<file path="config.mk">
export PLATFORM = sky130hd
export DESIGN_NAME = cdb_arbiter
export DESIGN_NICKNAME = d
export VERILOG_FILES = /design/src/rtl/cpu_pkg.sv /design/src/rtl/rr_pick2.sv /design/src/rtl/cdb_arbiter.sv
export SDC_FILE = /design/constraint.sdc
export NUM_CORES = 1
export LEC_CHECK = 0
export ABC_AREA = 0
export ABC_CLOCK_PERIOD_IN_PS = 5100
export BUFFER_PORTS_ARGS = -buffer_cell sky130_fd_sc_hd__buf_2
export CAP_MARGIN = 20
export CELL_PAD_IN_SITES_DETAIL_PLACEMENT = 0
export CELL_PAD_IN_SITES_GLOBAL_PLACEMENT = 2
export CORE_UTILIZATION = 27
export CTS_CLUSTER_DIAMETER = 30
export DETAILED_ROUTE_END_ITERATION = 7
export PLACE_DENSITY_LB_ADDON = 0.05
export SETUP_SLACK_MARGIN = 0.1
export SLEW_MARGIN = 20
export SYNTH_ARGS = -nofsm -noshare
export SYNTH_HDL_FRONTEND = slang
export SYNTH_SLANG_ARGS = --single-unit
</file>
<file path="constraint.sdc">
create_clock -name clock -period 5.1 [get_ports clock]
set_input_delay 0.255 -clock clock [delete_from_list [all_inputs] [get_ports clock]]
set_output_delay 0.255 -clock clock [all_outputs]
set_load 0.02 [all_outputs]
</file>
<file path="src/rtl/cpu_pkg.sv">
// Shared CPU-core constants: ROB tag/result widths, functional-unit indices
// and the common data bus packet layout.
package cpu_pkg;
  localparam int TAG_W  = 6;
  localparam int DATA_W = 32;
  localparam int NUM_FU = 4;

  localparam logic [TAG_W-1:0] INVALID_TAG = 6'd16;

  localparam int FU_ALU = 0;
  localparam int FU_LS  = 1;
  localparam int FU_BR  = 2;
  localparam int FU_MUL = 3;

  typedef struct packed {
    logic              valid;
    logic [TAG_W-1:0]  tag;
    logic [DATA_W-1:0] data;
  } cdb_pkt_t;
endpackage

</file>
<file path="src/rtl/rr_pick2.sv">
// Combinational rotating-priority picker: finds the first two set bits of req
// scanning from ptr upward (mod NUM_REQ) and reports the later of the two.
module rr_pick2 #(
  parameter int NUM_REQ = 4,
  localparam int PTR_W  = $clog2(NUM_REQ)
) (
  input  logic [NUM_REQ-1:0] req,
  input  logic [PTR_W-1:0]   ptr,
  output logic [NUM_REQ-1:0] gnt0_oh,
  output logic [NUM_REQ-1:0] gnt1_oh,
  output logic               any0,
  output logic               any1,
  output logic [PTR_W-1:0]   last_idx
);

  logic [PTR_W-1:0] rot_idx [NUM_REQ];

  // Scan order; the wrap is an explicit subtract so non-power-of-2 counts work.
  for (genvar gi = 0; gi < NUM_REQ; gi++) begin : g_rot
    logic [PTR_W:0] sum;
    assign sum = {1'b0, ptr} + (PTR_W+1)'(gi);
    assign rot_idx[gi] = (sum >= (PTR_W+1)'(NUM_REQ)) ?
                         PTR_W'(sum - (PTR_W+1)'(NUM_REQ)) : PTR_W'(sum);
  end

  always_comb begin
    gnt0_oh  = '0;
    gnt1_oh  = '0;
    any0     = 1'b0;
    any1     = 1'b0;
    last_idx = ptr;
    for (int k = 0; k < NUM_REQ; k++) begin
      if (req[rot_idx[k]]) begin
        if (!any0) begin
          gnt0_oh[rot_idx[k]] = 1'b1;
          any0                = 1'b1;
          last_idx            = rot_idx[k];
        end else if (!any1) begin
          gnt1_oh[rot_idx[k]] = 1'b1;
          any1                = 1'b1;
          last_idx            = rot_idx[k];
        end
      end
    end
  end

endmodule

</file>
<file path="src/rtl/cdb_arbiter.sv">
// Two-lane common data bus arbiter: grants up to two ready FU results per cycle
// by rotating priority and broadcasts them on registered single-cycle lanes.
module cdb_arbiter #(
  parameter int               NUM_REQ     = cpu_pkg::NUM_FU,
  parameter int               TAG_W       = cpu_pkg::TAG_W,
  parameter int               DATA_W      = cpu_pkg::DATA_W,
  parameter logic [TAG_W-1:0] INVALID_TAG = TAG_W'(cpu_pkg::INVALID_TAG),
  localparam int              PTR_W       = $clog2(NUM_REQ)
) (
  input  logic                      clock,
  input  logic                      reset,
  input  logic                      flush,
  input  logic [NUM_REQ-1:0]        req_valid,
  input  logic [NUM_REQ*TAG_W-1:0]  req_tag,
  input  logic [NUM_REQ*DATA_W-1:0] req_data,
  output logic [NUM_REQ-1:0]        req_ready,
  output logic                      cdb0_valid,
  output logic [TAG_W-1:0]          cdb0_tag,
  output logic [DATA_W-1:0]         cdb0_data,
  output logic                      cdb1_valid,
  output logic [TAG_W-1:0]          cdb1_tag,
  output logic [DATA_W-1:0]         cdb1_data,
  output logic [PTR_W-1:0]          rr_ptr_o
);

  logic [NUM_REQ-1:0] req_eff;
  logic [NUM_REQ-1:0] gnt0_oh, gnt1_oh;
  logic               any0, any1;
  logic [PTR_W-1:0]   last_idx;
  logic [PTR_W-1:0]   rr_ptr_reg, rr_ptr_next;
  logic [TAG_W-1:0]   tag0_next, tag1_next;
  logic [DATA_W-1:0]  data0_next, data1_next;
  logic               lane0_valid_reg, lane1_valid_reg;
  logic [TAG_W-1:0]   lane0_tag_reg, lane1_tag_reg;
  logic [DATA_W-1:0]  lane0_data_reg, lane1_data_reg;

  // Masking here keeps grants off while reset is asserted, even mid-cycle.
  assign req_eff = (reset || flush) ? '0 : req_valid;

  rr_pick2 #(.NUM_REQ(NUM_REQ)) u_pick (
    .req      (req_eff),
    .ptr      (rr_ptr_reg),
    .gnt0_oh  (gnt0_oh),
    .gnt1_oh  (gnt1_oh),
    .any0     (any0),
    .any1     (any1),
    .last_idx (last_idx)
  );

  assign req_ready = gnt0_oh | gnt1_oh;

  always_comb begin
    tag0_next  = INVALID_TAG;
    data0_next = '0;
    tag1_next  = INVALID_TAG;
    data1_next = '0;
    for (int i = 0; i < NUM_REQ; i++) begin
      if (gnt0_oh[i]) begin
        tag0_next  = req_tag[i*TAG_W +: TAG_W];
        data0_next = req_data[i*DATA_W +: DATA_W];
      end
      if (gnt1_oh[i]) begin
        tag1_next  = req_tag[i*TAG_W +: TAG_W];
        data1_next = req_data[i*DATA_W +: DATA_W];
      end
    end
  end

  always_comb begin
    rr_ptr_next = rr_ptr_reg;
    if (flush) begin
      rr_ptr_next = '0;
    end else if (any0) begin
      rr_ptr_next = (last_idx == PTR_W'(NUM_REQ-1)) ? '0 : last_idx + 1'b1;
    end
  end

  always_ff @(posedge clock or posedge reset) begin
    if (reset) begin
      lane0_valid_reg <= 1'b0;
      lane0_tag_reg   <= INVALID_TAG;
      lane0_data_reg  <= '0;
      lane1_valid_reg <= 1'b0;
      lane1_tag_reg   <= INVALID_TAG;
      lane1_data_reg  <= '0;
      rr_ptr_reg      <= '0;
    end else begin
      lane0_valid_reg <= any0;
      lane0_tag_reg   <= tag0_next;
      lane0_data_reg  <= data0_next;
      lane1_valid_reg <= any1;
      lane1_tag_reg   <= tag1_next;
      lane1_data_reg  <= data1_next;
      rr_ptr_reg      <= rr_ptr_next;
    end
  end

  assign cdb0_valid = lane0_valid_reg;
  assign cdb0_tag   = lane0_tag_reg;
  assign cdb0_data  = lane0_data_reg;
  assign cdb1_valid = lane1_valid_reg;
  assign cdb1_tag   = lane1_tag_reg;
  assign cdb1_data  = lane1_data_reg;
  assign rr_ptr_o   = rr_ptr_reg;

endmodule

</file>
After elaboration in Yosys (flattened, before gate mapping):

Cells that the tools add are included.
Widths: inputs -> output; s select.

* add/subtract/negate cells: 8
* divide/modulo/power cells: 0
* shift-type cells: 0
* multiply operators: 0
* muxes and demuxes: 73
* equality and inequality tests: 1
* reductions and logical operators: 6
* order comparisons: 12
* bitwise logic cells: 6

Operators by type and width (count)
* $mux 32: 8
* $mux 4: 16
* $mux 6: 8
* $mux 2: 15
* $or 4x4->4: 6
* $mux 1: 18
* $lt 2x3->1 const B: 4
* $ge 3x3->1 const B: 3
* $bmux 1 s2: 4
* $demux 1 s2: 4
* $ge 2x1->1 const B: 4
* $sub 2x1->2 const B: 4
* $add 2x2->3 const B: 2
* $logic_and 1x1->1: 4
* $add 2x1->3 const B: 1
* $ge 2x3->1 const B: 1
* $add 2x1->2 const B: 1
* $eq 2x2->1 const B: 1
* $reduce_bool 2->1: 1
* $logic_or 1x1->1: 1

* memory bits (writable): 0
* latch bits: 0
* memories: 0
* register bits after elaboration: 80
* ROM bits: 0

Logic depth before layout (Yosys ltp):

Gate-level depths: netlist of run 1.

* depth after elaboration: 21
* depth in mapped cells: 13

Cells and area by module:

From an unflattened synthesis of run 1, not the netlist that was laid out.

* cell total of the unflattened synthesis: 505
* area, all modules: 5271.3 um^2

Modules (own cells, without submodules)
* cdb_arbiter: seq. area each 2004.4 um^2, area each 4566.9 um^2, cells each 418, times used 1
* rr_pick2: seq. area each 0.0 um^2, area each 704.4 um^2, cells each 87, times used 1

Worst setup path after synthesis of run 1:

No wires, ideal clock.

* kind: flip-flop to output port
* from: reg rr_ptr_reg[0] (netlist: rr_ptr_o[0])
* to: out req_ready[1]
* required time: 4.845 ns
* arrival: 3.063 ns
* cell stages (with the launch flop): 12
* path slack: 1.782 ns
* cells stage by stage: dfrtp_1 buf_6 inv_1 ha_1 buf_2 nor3b_1 a22o_2 and3_1 a2111o_1 buf_2 buf_6 or3_1

* cells in the longest elaborated chain, start to end: 18
* elaborated cells between the ends (all ways): 71
* those cells by class: add/sub (7); order compare (12); mux (42); bitwise (6); reduce/logical (4)

RTL lines
* start: declaration: RTL line cdb_arbiter.sv:30 `logic [PTR_W-1:0] rr_ptr_reg, rr_ptr_next;`
* start signal: assignment: RTL line cdb_arbiter.sv:94 `rr_ptr_reg <= rr_ptr_next;`
* $add 2x1->3: RTL line rr_pick2.sv:21 `assign sum = {1'b0, ptr} + (PTR_W+1)'(gi);`
* $ge 3x3->1 / $sub 2x1->2 (equally long branches): RTL line rr_pick2.sv:22, rr_pick2.sv:23
* $mux 2: RTL line rr_pick2.sv:22 `assign rot_idx[gi] = (sum >= (PTR_W+1)'(NUM_REQ)) ?`
* $lt 2x3->1 (not written as such) / $ge 2x1->1 (equally long branches): RTL line rr_pick2.sv:35, rr_pick2.sv:39
* $logic_and 1x1->1 (not written as such): RTL line rr_pick2.sv:35, rr_pick2.sv:39
* $mux 1 (not written as such): RTL line rr_pick2.sv:35, rr_pick2.sv:39
* $demux 1 s2
* $mux 4: RTL line rr_pick2.sv:34 `if (!any0) begin`
* [2 not listed]
* $mux 4: RTL line rr_pick2.sv:38 `end else if (!any1) begin`
* $mux 4: RTL line rr_pick2.sv:34
* $mux 4: RTL line rr_pick2.sv:33 `if (req[rot_idx[k]]) begin`
* $or 4x4->4 (no source line)
* $mux 4: RTL line rr_pick2.sv:38
* $mux 4: RTL line rr_pick2.sv:34
* $mux 4: RTL line rr_pick2.sv:33
* $or 4x4->4 *: RTL line cdb_arbiter.sv:50 `assign req_ready = gnt0_oh | gnt1_oh;`
* end: declaration: RTL line cdb_arbiter.sv:16 `output logic [NUM_REQ-1:0] req_ready,`

Mark *: on every way between the ends. The rest lies on a longest branch, timed or not. The select of a mux whose other input is x is not followed.

Worst setup path after layout of run 1:

Ends and elaborated chain as after synthesis.

==> results of run 1 <==
==> layout by cell type (no fill, tap or decap), types with 4 or more instances in the layout <==
cell | Yosys | layout
o21ai_1 | 29 | 29
nor3_1 | 5 | 5
buf_4 | 4 | 13
a31oi_1 | 37 | 37
dfrtp_1 | 78 | 78
ha_1 | 6 | 6
clkbuf_16 | 0 | 9
a221oi_2 | 10 | 9
nand3_1 | 9 | 8
a221oi_1 | 31 | 31
o21ai_0 | 49 | 49
o22ai_1 | 39 | 39
nand2_1 | 126 | 126
mux2i_1 | 5 | 5
nor2_1 | 11 | 11
inv_1 | 10 | 9
nand2b_1 | 4 | 4
a21oi_1 | 10 | 9
buf_2 | 17 | 242
==> per-layer routing <==
layer,vias up,track usage (%)
met5,-,0
met4,0,8.00
met3,26,4.00
met2,269,37.3
met1,2757,30.3
li1,2577,-
==> where the power goes <==
| part | switching, W | internal (W) | leakage (nW) |
|---|---|---|---|
| sequential | 0.0000671 | 0.000834 | 1.06 |
| clock | 0.000277 | 0.000430 | 0.154 |
| combinational | 0.00136 | 0.000766 | 1.92 |
| total | 0.00170 | 0.00203 | 3.13 |
==> final cells by class <==
class,instances,area share [%]
flip-flops and latches,80,30.3
repair buffers,255,19.8
well taps,229,4.33
diodes,3,0.113
multi-input cells,431,40.2
clock inverters,5,1.19
clock buffers,11,3.51
inverters,10,0.586
==> registers in the layout (all words and copies together), names as in the netlist <==
signal,count
cdb1_data,32
cdb0_data,32
cdb1_valid,1
cdb0_tag,6
cdb1_tag,6
cdb0_valid,1
rr_ptr_o,2
==> per-stage QoR <==
step / power [W] / cells / util [%] / hold WS, ns
final: 0.00373 / 1024 / 37.0 / 0.00878
after CTS: 0.00376 / 1021 / 37.0 / 0.0340
after global placement: 0.00302 / 1005 / 35.2 / 0.417
after floorplan: 0.00237 / 572 / - / 0.372
after detailed placement: 0.00303 / 1005 / 35.2 / 0.412
after global routing: 0.00398 / 1023 / 37.0 / 0.0772
==> path summary, 6_finish.rpt <==
kind / depth (start not counted) / slack, ns / end
max: 8 / 0.72 / req_ready[1]
min: 2 / 0.009 / rr_ptr_o[1]
max reg2reg: 9 / 0.97 / cdb0_tag[5]
min reg2reg: 3 / 0.78 / rr_ptr_o[1]
max in group asynchronous: 3 / 3.96 / cdb1_data[27]
min in group clock: 3 / 0.13 / cdb0_data[5]
==> cell families after synthesis <==
group,after synthesis,share of synthesized area (%)
DFF,80,40.7
AOI/OAI and AO/OA,236,32.7
and+or+nand+nor,174,15.2
xor gates and xnor gates,3,0.534
adders and majority gates,6,1.53
muxes,12,3.23
buffers and inverters,61,6.08
==> metrics.md, run 1 <==
| Metric | Value |
|---|---|
| Die footprint | `18,800 um2` |
| Crit path cell chain | `inv_1, ha_1, mux4_2, nor4_4, a2111o_2, buf_4, or3_1, buf_2` |
| Number of remaining DRC errors | `0` |
| Initial antenna violation count | `2` |
| Dominant cell type by area after synthesis | `dfrtp_1` |
| Clk_skew | `a little under 0.009 ns` |
| Count of different cell masters after synthesis | `57` |
| Share of the synthesized area in the top cell type | `39.7%` |
| Worst Setup Slack, final | `0.720 ns` |
| CP Launch Point | `rr_ptr_o[0]` |
| Reg-to-Reg Start | `rr_ptr_o[0]` |
| Setup bufs post-CTS | `0` |
| Rows | `49` |
| Placer Congestion | `0.842` |
| Register area share after synthesis | `between 40% and 50%` |
| Synth warn | `0` |
| Average vias per placed instance | `roughly 5.5` |
| Met3 wire length | `1610 um` |
| Post-DP HPWL | `approximately 14,000 um` |
| Worst path bufs/invs | `3` |
| DR WL/cell | `approximately 21 um` |
| Synth Flop Type | `dfrtp_1` |
| Fillers | `roughly 1,900` |
| I/O Pins | `roughly 240` |
| Top-count cell post-synth | `nand2_1` |
| Fin nets | `~950` |
| Synth Register Bits | `80` |
| Synth cell count leaders | `126 x nand2_1, 78 x dfrtp_1, 49 x o21ai_0, 39 x o22ai_1, 37 x a31oi_1` |
| Fin. max-slew vios | `0` |
| Max Fanout on Critical Path | `39` |
| Slew HR | `a little under a third` |
| Area of the multi-input gates | `roughly 2700 um2` |
| Dpl ws | `between 1 and 1.5 ns` |
| GR Util All Layers | `between 20% and 30%` |
| Arrival @ worst endpoint | `roughly 4.1 ns` |
| Area of the core | `~18,000 um2` |
| Clock latency on the worst-skew pair | `about 0.34 ns` |
| Clock Tree Root | `clkbuf_16` |
| Minimum clock period | `between 4 and 5 ns` |
| Final std cell area, no fill | `roughly 6600 um2` |
| CTS hold repair buffers | `0` |
| Placed Area | `~6300 um2` |
| Setup TNS | `0 ns` |
| CTS buffer count | `9` |
| Maximum vdd drop | `about 250 uV` |
| Vias after detailed routing | `5,629` |
| Chip height | `approximately 140 um` |
| Met2 WL | `roughly 10,000 um` |
| Crit Path Category | `register to primary output` |
| Static Leakage | `3.13 nW` |
| Worst path top cell family by delay | `buffers and inverters` |
| Port buffer count | `roughly 240` |
| H-tree depth | `3` |
| Met1 WL | `between 9000 and 10,000 um` |
| CTS tree | `built` |
| Async set-reset flop share out of synthesis | `100%` |
| Worst setup EP type | `primary output` |
| CTS sink count | `80` |
| Clk slew on worst S/H paths | `around 0.070 ns` |
| Worst-margin pin slew | `roughly 1.0 ns` |
| Largest stage delay on the critical path | `approximately 0.74 ns` |
| Area contributors post-synth | `dfrtp_1 40%, nand2_1 9.6%, a221oi_1 5.5%, o21ai_0 5.0%, o22ai_1 5.0%` |
| Initial Util | `between 20% and 30%` |
| Synth Cell Area | `between 4000 and 5000 um2` |
| Worst-case clock buffer depth | `2` |
| First-pass iteration count of the detailed router | `5` |
| Pwr dens | `around 560 nW/um2` |
| Max-cap violations | `0` |
| Critical Path Start Type | `register` |
| Largest net degree at the start of global routing | `50` |
| Crit path required time | `4.85 ns` |
| Number of global-route vias before repair | `5,471` |
| Width of the chip | `between 100 and 150 um` |
| Top layer in use | `met4` |
| Cell count after synthesis | `around 570` |
| Peak Freq | `between 200 and 250 MHz` |
| Layout cell share with drive strength beyond 1 | `38.6%` |
| GR Overflow Total | `0` |
| Post-CTS sizing | `0` |
| Post-route ant nets | `0` |
| Area growth syn-to-layout | `34.5%` |
| Final Hold Fails | `0` |
| Syn nets | `737` |
| Status | `finished clean` |
| Hold/Removal Path Class | `input port to asynchronous set/reset pin` |
| DR iter-0 viols | `~380` |
| Tcrit/Tclk final | `around 86%` |
| Crit-path slowest cell | `dfrtp_1` |
| Total Wirelength | `roughly 22,000 um` |
| First-pass GRT wire length | `approximately 32,000 um` |
| Register area | `2000 um2` |
| Syn Area/Cell | `8.61 um2` |
| # setup viols final | `0` |
| RSZ-0062 raised after global routing | `false` |
| EDFF count, synth | `0` |
Note: power is estimated with default switching activity, not from simulation.
==> inputs of run 2 (changes only) <==
Settings changed: ABC_CLOCK_PERIOD_IN_PS 5100 to 4200, CORE_UTILIZATION 27 to 25.
Clock period 5.1 ns to 4.2 ns, I/O delays scaled along.
==> run 2 against run 1 <==
Clock power increased by 14%. Largest power group unchanged. Register-to-register slack got worse by 0.33 ns. Combinational power grew 26%. Critical path depth did not move. Cell count is 3.7% higher. Power increased by 22%. Sequential share of layout area fell by 0.39 points. Cell area is 1.3% higher. Non-clock buffer count grew 8. First-iteration DRC count up 12%.
==> metrics.md, run 2 (same netlist as run 1, synthesis figures left out) <==
| Metric | Value |
|---|---|
| Status | `finished clean` |
| Crit path required time | `3.99 ns (-0.86 ns)` |
| First-pass iteration count of the detailed router | `5 (unchanged)` |
| # setup viols final | `0 (unchanged)` |
| CP Launch Point | `rr_ptr_o[0]` |
| Final Hold Fails | `0 (unchanged)` |
| CTS buffer count | `9 (unchanged)` |
| Most frequent cells in the layout | `242 x buf_2, 126 x nand2_1, 78 x dfrtp_1` |
| Clock latency on the worst-skew pair | `0.34 ns (about the same)` |
| Tcrit/Tclk final | `86.7%` |
| Pwr dens | `678 nW/um2 (+20%)` |
| Rows | `50 (+2.0%)` |
| Port buffer count | `242 (unchanged)` |
| Max Fanout on Critical Path | `38 (-2.6%)` |
| Arrival @ worst endpoint | `3.43 ns (-0.70 ns)` |
| Crit path cell chain | `buf_4, mux2_2, a22oi_2, nor2b_1, a21oi_1, and3_2, nand2_1, buf_2` |
| CTS sink count | `80 (unchanged)` |
| First-pass GRT wire length | `32,900 um (+3.6%)` |
| Fin nets | `960 (+0.84%)` |
| Critical Path Start Type | `register` |
| Post-route ant nets | `0 (unchanged)` |
| Worst-margin pin slew | `0.994 ns (-0.0529 ns)` |
| Largest net degree at the start of global routing | `51 (+2.0%)` |
| Average vias per placed instance | `5.41 (-1.5%)` |
| Worst path depth | `8 (unchanged)` |
| Capture point of the worst path | `req_ready[2]` |
| Placer Congestion | `0.864 (+2.6%)` |
| Post-CTS sizing | `0 (unchanged)` |
| CTS tree | `built` |
| Reg2reg setup slack | `0.64 ns (-0.33 ns)` |
| Crit-path slowest cell | `and3_2` |
| Area of the core | `19,000 um2 (+6.2%)` |
| Placed Area | `6410 um2 (+1.8%)` |
| Hold/Removal Path Class | `input port to asynchronous set/reset pin` |
| Worst-case clock buffer depth | `2 (unchanged)` |
| Layout cell share with drive strength beyond 1 | `39.3% (+0.61 points)` |
| Register area | `2000 um2 (unchanged)` |
| Area growth syn-to-layout | `36.3%` |
| Area of the multi-input gates | `2670 um2 (unchanged)` |
| Fillers | `2,048 (+8.8%)` |
| CTS hold repair buffers | `0 (unchanged)` |
| Peak Freq | `~270 MHz` |
| Worst path top cell family by delay | `simple AND/OR/NAND/NOR gates` |
| Maximum vdd drop | `404 uV (+62%)` |
| GR Overflow Total | `0 (unchanged)` |
| Chip height | `142 um (+3.9%)` |
| R2r worst-path depth | `9 (unchanged)` |
| Final std cell area, no fill | `6710 um2 (+1.3%)` |
| DR WL/cell | `21.2 um (-0.21%)` |
| Total Wirelength | `22,500 um (+3.5%)` |
| Worst path bufs/invs | `2 (-1)` |
| Max-cap violations | `0 (unchanged)` |
| Clk slew on worst S/H paths | `0.07 ns (about the same)` |
| I/O Pins | `243 (unchanged)` |
| Initial Util | `25.9% (-1.6 points)` |
| Largest stage delay on the critical path | `0.84 ns (+0.10 ns)` |
| Die footprint | `20,300 um2 (+7.9%)` |
| Number of remaining DRC errors | `0 (unchanged)` |
| Number of global-route vias before repair | `5,783 (+5.7%)` |
| Commonest non-fill, non-tap cell in the layout | `buf_2` |
| Reg-to-Reg Start | `rr_ptr_o[0]` |
| Clock Tree Root | `clkbuf_16` |
| Initial antenna violation count | `3 (+1)` |
| Setup TNS | `0 ns (unchanged)` |
| Worst setup EP type | `primary output` |
| Post-DP HPWL | `14,700 um (+1.7%)` |
| Fin. max-slew vios | `0 (unchanged)` |
| Slew HR | `33.7% (+3.5 points)` |
| Vias after detailed routing | `5,750 (+2.1%)` |
| RSZ-0062 raised after global routing | `false` |
| Clk_skew | `0.00437 ns (-0.00444 ns)` |
| H-tree depth | `3 (unchanged)` |
| Static Leakage | `3.16 nW (+0.96%)` |
| Width of the chip | `142 um (+3.9%)` |
| Minimum clock period | `3.64 ns` |
| Setup bufs post-CTS | `0 (unchanged)` |
| DR iter-0 viols | `426 (+12%)` |
| GR Util All Layers | `21.8% (-1.1 points)` |
| RR Endpoint | `cdb0_data[5]` |
| Crit Path Category | `register to primary output` |
-- run 2: routing by layer --
metal	global-route usage, %	vias to the layer above	wire length (um)
met5	0	-	13
met4	8.15	2	452
met3	4.24	29	1970
met2	36.2	313	10800
met1	27.8	2811	9220
li1	-	2595	-
-- run 2: worst min-delay path by stage --
stage / end / startpoint / cells past startpoint / slack [ns]
5_1_grt: cdb0_data[14] / req_data[110] / 3 / 0.08
6_report: cdb1_data[30] / reset / 2 / 0.09
2_1_floorplan: cdb0_data[0] / req_data[96] / 2 / 0.33
3_5_place_dp: cdb0_data[8] / req_data[104] / 3 / 0.44
3_3_place_gp: cdb0_data[5] / req_data[101] / 3 / 0.43
4_1_cts: cdb0_data[8] / req_data[104] / 3 / 0.07
-- run 2: report_power, final --
part	total (W)	switching [W]	internal [W]
clock network	0.000807	0.000345	0.000462
registers	0.00107	0.0000603	0.00101
logic	0.00267	0.00169	0.000973
-- run 2: final cells by class --
class,instances,area share (%)
Timing Repair Buffer,263,20.6
Inverter,10,0.578
Antenna cell,2,0.0746
Clock inverter,5,0.839
Tap cell,260,4.85
Clock buffer,11,3.47
Sequential cell,80,29.9
Multi-Input combinational cell,431,39.7
-- run 2: worst reg2reg max path: cells and delay by family, from the launching register on --
kind,cells,cell delay [ns]
AO/OA/AOI/OAI,5,1.90
buffers and inverters,2,0.65
multiplexers,1,0.47
flip-flops,1,0.34
AND/OR/NAND/NOR,1,0.13
-- run 2: per-stage QoR --
step / total power (W) / instances / setup slack, ns / hold slack, ns / util [%]
after CTS: 0.00459 / 1060 / 0.584 / 0.0739 / 35.3
after detailed placement: 0.00377 / 1044 / 0.646 / 0.443 / 33.7
final: 0.00455 / 1062 / 0.560 / 0.0855 / 35.3
after global routing: 0.00486 / 1062 / 0.270 / 0.0828 / 35.3
after global placement: 0.00375 / 1044 / 0.746 / 0.434 / 33.7
after floorplan: 0.00287 / 572 / 0.927 / 0.327 / -
==> inputs of run 3 (changes only) <==
Settings changed: PLACE_DENSITY set to 0.77, PLACE_DENSITY_LB_ADDON 0.05 to not set.
==> run 3 against run 2 <==
Die area unchanged. Clock skew up 0.00064 ns. Sequential share of layout area down 0.17 points. Power up 0.52%. Critical path depth up 1. Utilization up 0.20 points. Cell area up 0.56%. Sequential cell count unchanged. Largest cell class unchanged.
==> metrics.md, run 3 (same netlist as run 1, synthesis figures left out) <==
| Metric | Value |
|---|---|
| Status | `finished clean` |
| DR iter-0 viols | `500 (+17%)` |
| Reg-to-Reg Start | `rr_ptr_o[0]` |
| Area of the core | `19,000 um2 (unchanged)` |
| Pwr dens | `678 nW/um2 (about the same)` |
| Placer Congestion | `0.897 (+3.8%)` |
| GR Overflow Total | `0 (unchanged)` |
| CTS hold repair buffers | `0 (unchanged)` |
| CTS tree | `built` |
| DR WL/cell | `20.5 um (-3.5%)` |
| Clock Tree Root | `clkbuf_16` |
| I/O Pins | `243 (unchanged)` |
| RSZ-0062 raised after global routing | `false` |
| Final Hold Fails | `0 (unchanged)` |
| Post-CTS sizing | `0 (unchanged)` |
| Crit-path slowest cell | `a21oi_4` |
| RR Endpoint | `cdb0_tag[5]` |
| Layout cell share with drive strength beyond 1 | `39.4% (+0.15 points)` |
| Post-DP HPWL | `14,800 um (+0.64%)` |
| Initial antenna violation count | `2 (-1)` |
| Worst path bufs/invs | `2 (unchanged)` |
| Maximum vdd drop | `230 uV (-43%)` |
| Vias after detailed routing | `5,762 (+0.21%)` |
| Tcrit/Tclk final | `85.4% (-1.3 points)` |
| Crit path required time | `4.45 ns (+0.46 ns)` |
| Area of the multi-input gates | `2660 um2 (about the same)` |
| First-pass iteration count of the detailed router | `5 (unchanged)` |
| R2r worst-path depth | `9 (unchanged)` |
| CTS sink count | `80 (unchanged)` |
| CTS buffer count | `9 (unchanged)` |
| Clock latency on the worst-skew pair | `0.34 ns (about the same)` |
| Worst path top cell family by delay | `compound AO/OA/AOI/OAI gates` |
| Die footprint | `20,300 um2 (unchanged)` |
| # setup viols final | `0 (unchanged)` |
| Reg2reg setup slack | `0.61 ns (-0.03 ns)` |
| Port buffer count | `242 (unchanged)` |
| Slew HR | `33.1% (-0.64 points)` |
| Hold/Removal Path Class | `input port to asynchronous set/reset pin` |
| Fin. max-slew vios | `0 (unchanged)` |
| Fillers | `2,011 (-1.8%)` |
| Setup TNS | `0 ns (unchanged)` |
| Largest stage delay on the critical path | `0.72 ns (-0.12 ns)` |
| Most frequent CP cell | `buf_4` |
| Total Wirelength | `21,800 um (-3.3%)` |
| Peak Freq | `279 MHz (+1.5%)` |
| Most frequent cells in the layout | `242 x buf_2, 126 x nand2_1, 78 x dfrtp_1` |
| Area growth syn-to-layout | `37.1%` |
| Crit path cell chain | `buf_4, mux2_2, a22oi_2, nor2_1, a2111o_2, a21oi_4, buf_4, a221oi_1, o21ai_0` |
| Arrival @ worst endpoint | `3.84 ns (+0.41 ns)` |
| Number of global-route vias before repair | `5,825 (+0.73%)` |
| Clk_skew | `0.00500 ns (+0.000639 ns)` |
| Static Leakage | `3.18 nW (+0.54%)` |
| Worst-case clock buffer depth | `2 (unchanged)` |
| Worst setup EP type | `register` |
| Total power | `0.00457 W (+0.52%)` |
| H-tree depth | `3 (unchanged)` |
| Clk slew on worst S/H paths | `0.06 ns (about the same)` |
| Minimum clock period | `3.59 ns (-0.0539 ns)` |
| First-pass GRT wire length | `32,500 um (-1.1%)` |
| GR Util All Layers | `21.1% (-0.67 points)` |
| Max Fanout on Critical Path | `23 (-39%)` |
| Register area | `2000 um2 (unchanged)` |
| Chip height | `142 um (unchanged)` |
| Worst-margin pin slew | `1.00 ns (+0.00954 ns)` |
| Critical Path Start Type | `register` |
| Fin nets | `962 (+0.21%)` |
| Width of the chip | `142 um (unchanged)` |
| WHS | `0.0470 ns (-0.0385 ns)` |
| Utilization after layout | `35.5% (+0.20 points)` |
| Commonest non-fill, non-tap cell in the layout | `buf_2` |
| Largest net degree at the start of global routing | `54 (+5.9%)` |
| Post-route ant nets | `0 (unchanged)` |
| Crit Path Category | `register to register` |
| Initial Util | `25.9% (unchanged)` |
| Max-cap violations | `0 (unchanged)` |
| Rows | `50 (unchanged)` |
| Number of remaining DRC errors | `0 (unchanged)` |
| Setup bufs post-CTS | `0 (unchanged)` |
| Average vias per placed instance | `5.42 (about the same)` |
## run 3: layout make-up
class,count,area share [%]
Clock buffer,11,3.60
Timing Repair Buffer,265,20.9
Inverter,10,0.593
Sequential cell,80,29.7
Tap cell,260,4.82
Clock inverter,5,0.835
Antenna cell,2,0.0742
Multi-Input combinational cell,431,39.5
## run 3: power breakdown
group | internal (W) | switching [W] | leakage [nW] | total (W)
logic | 0.000992 | 0.00169 | 1.97 | 0.00268
clock network | 0.000477 | 0.000343 | 0.146 | 0.000819
registers | 0.00101 | 0.0000556 | 1.06 | 0.00107
## run 3: worst max path at each step
stage / from / endpoint / slack [ns] / cells past startpoint
after floorplan: rr_ptr_o[0] / req_ready[1] / 0.93 / 11
after global placement: rr_ptr_o[0] / cdb0_data[4] / 0.77 / 9
after detailed placement: rr_ptr_o[0] / cdb0_tag[5] / 0.61 / 9
after CTS: rr_ptr_o[0] / cdb0_tag[5] / 0.59 / 9
after global routing: rr_ptr_o[0] / cdb0_data[3] / 0.41 / 9
final: rr_ptr_o[0] / cdb0_tag[5] / 0.61 / 9
## run 3: routing by layer
layer	vias to the layer above	track usage [%]	part of all wire, %
met5	-	0	0
met4	0	8.15	1.5
met3	26	4.68	9.3
met2	330	35.4	49
met1	2816	26.2	40
li1	2590	-	-
## run 3: per-stage QoR
stage                     instance area, um2  instances  setup slack (ns)
after floorplan                         4920        572             0.927
after global placement                  6440       1046             0.770
after detailed placement                6440       1046             0.612
after CTS                               6740       1062             0.591
after global routing                    6750       1064             0.411
final                                   6750       1064             0.614
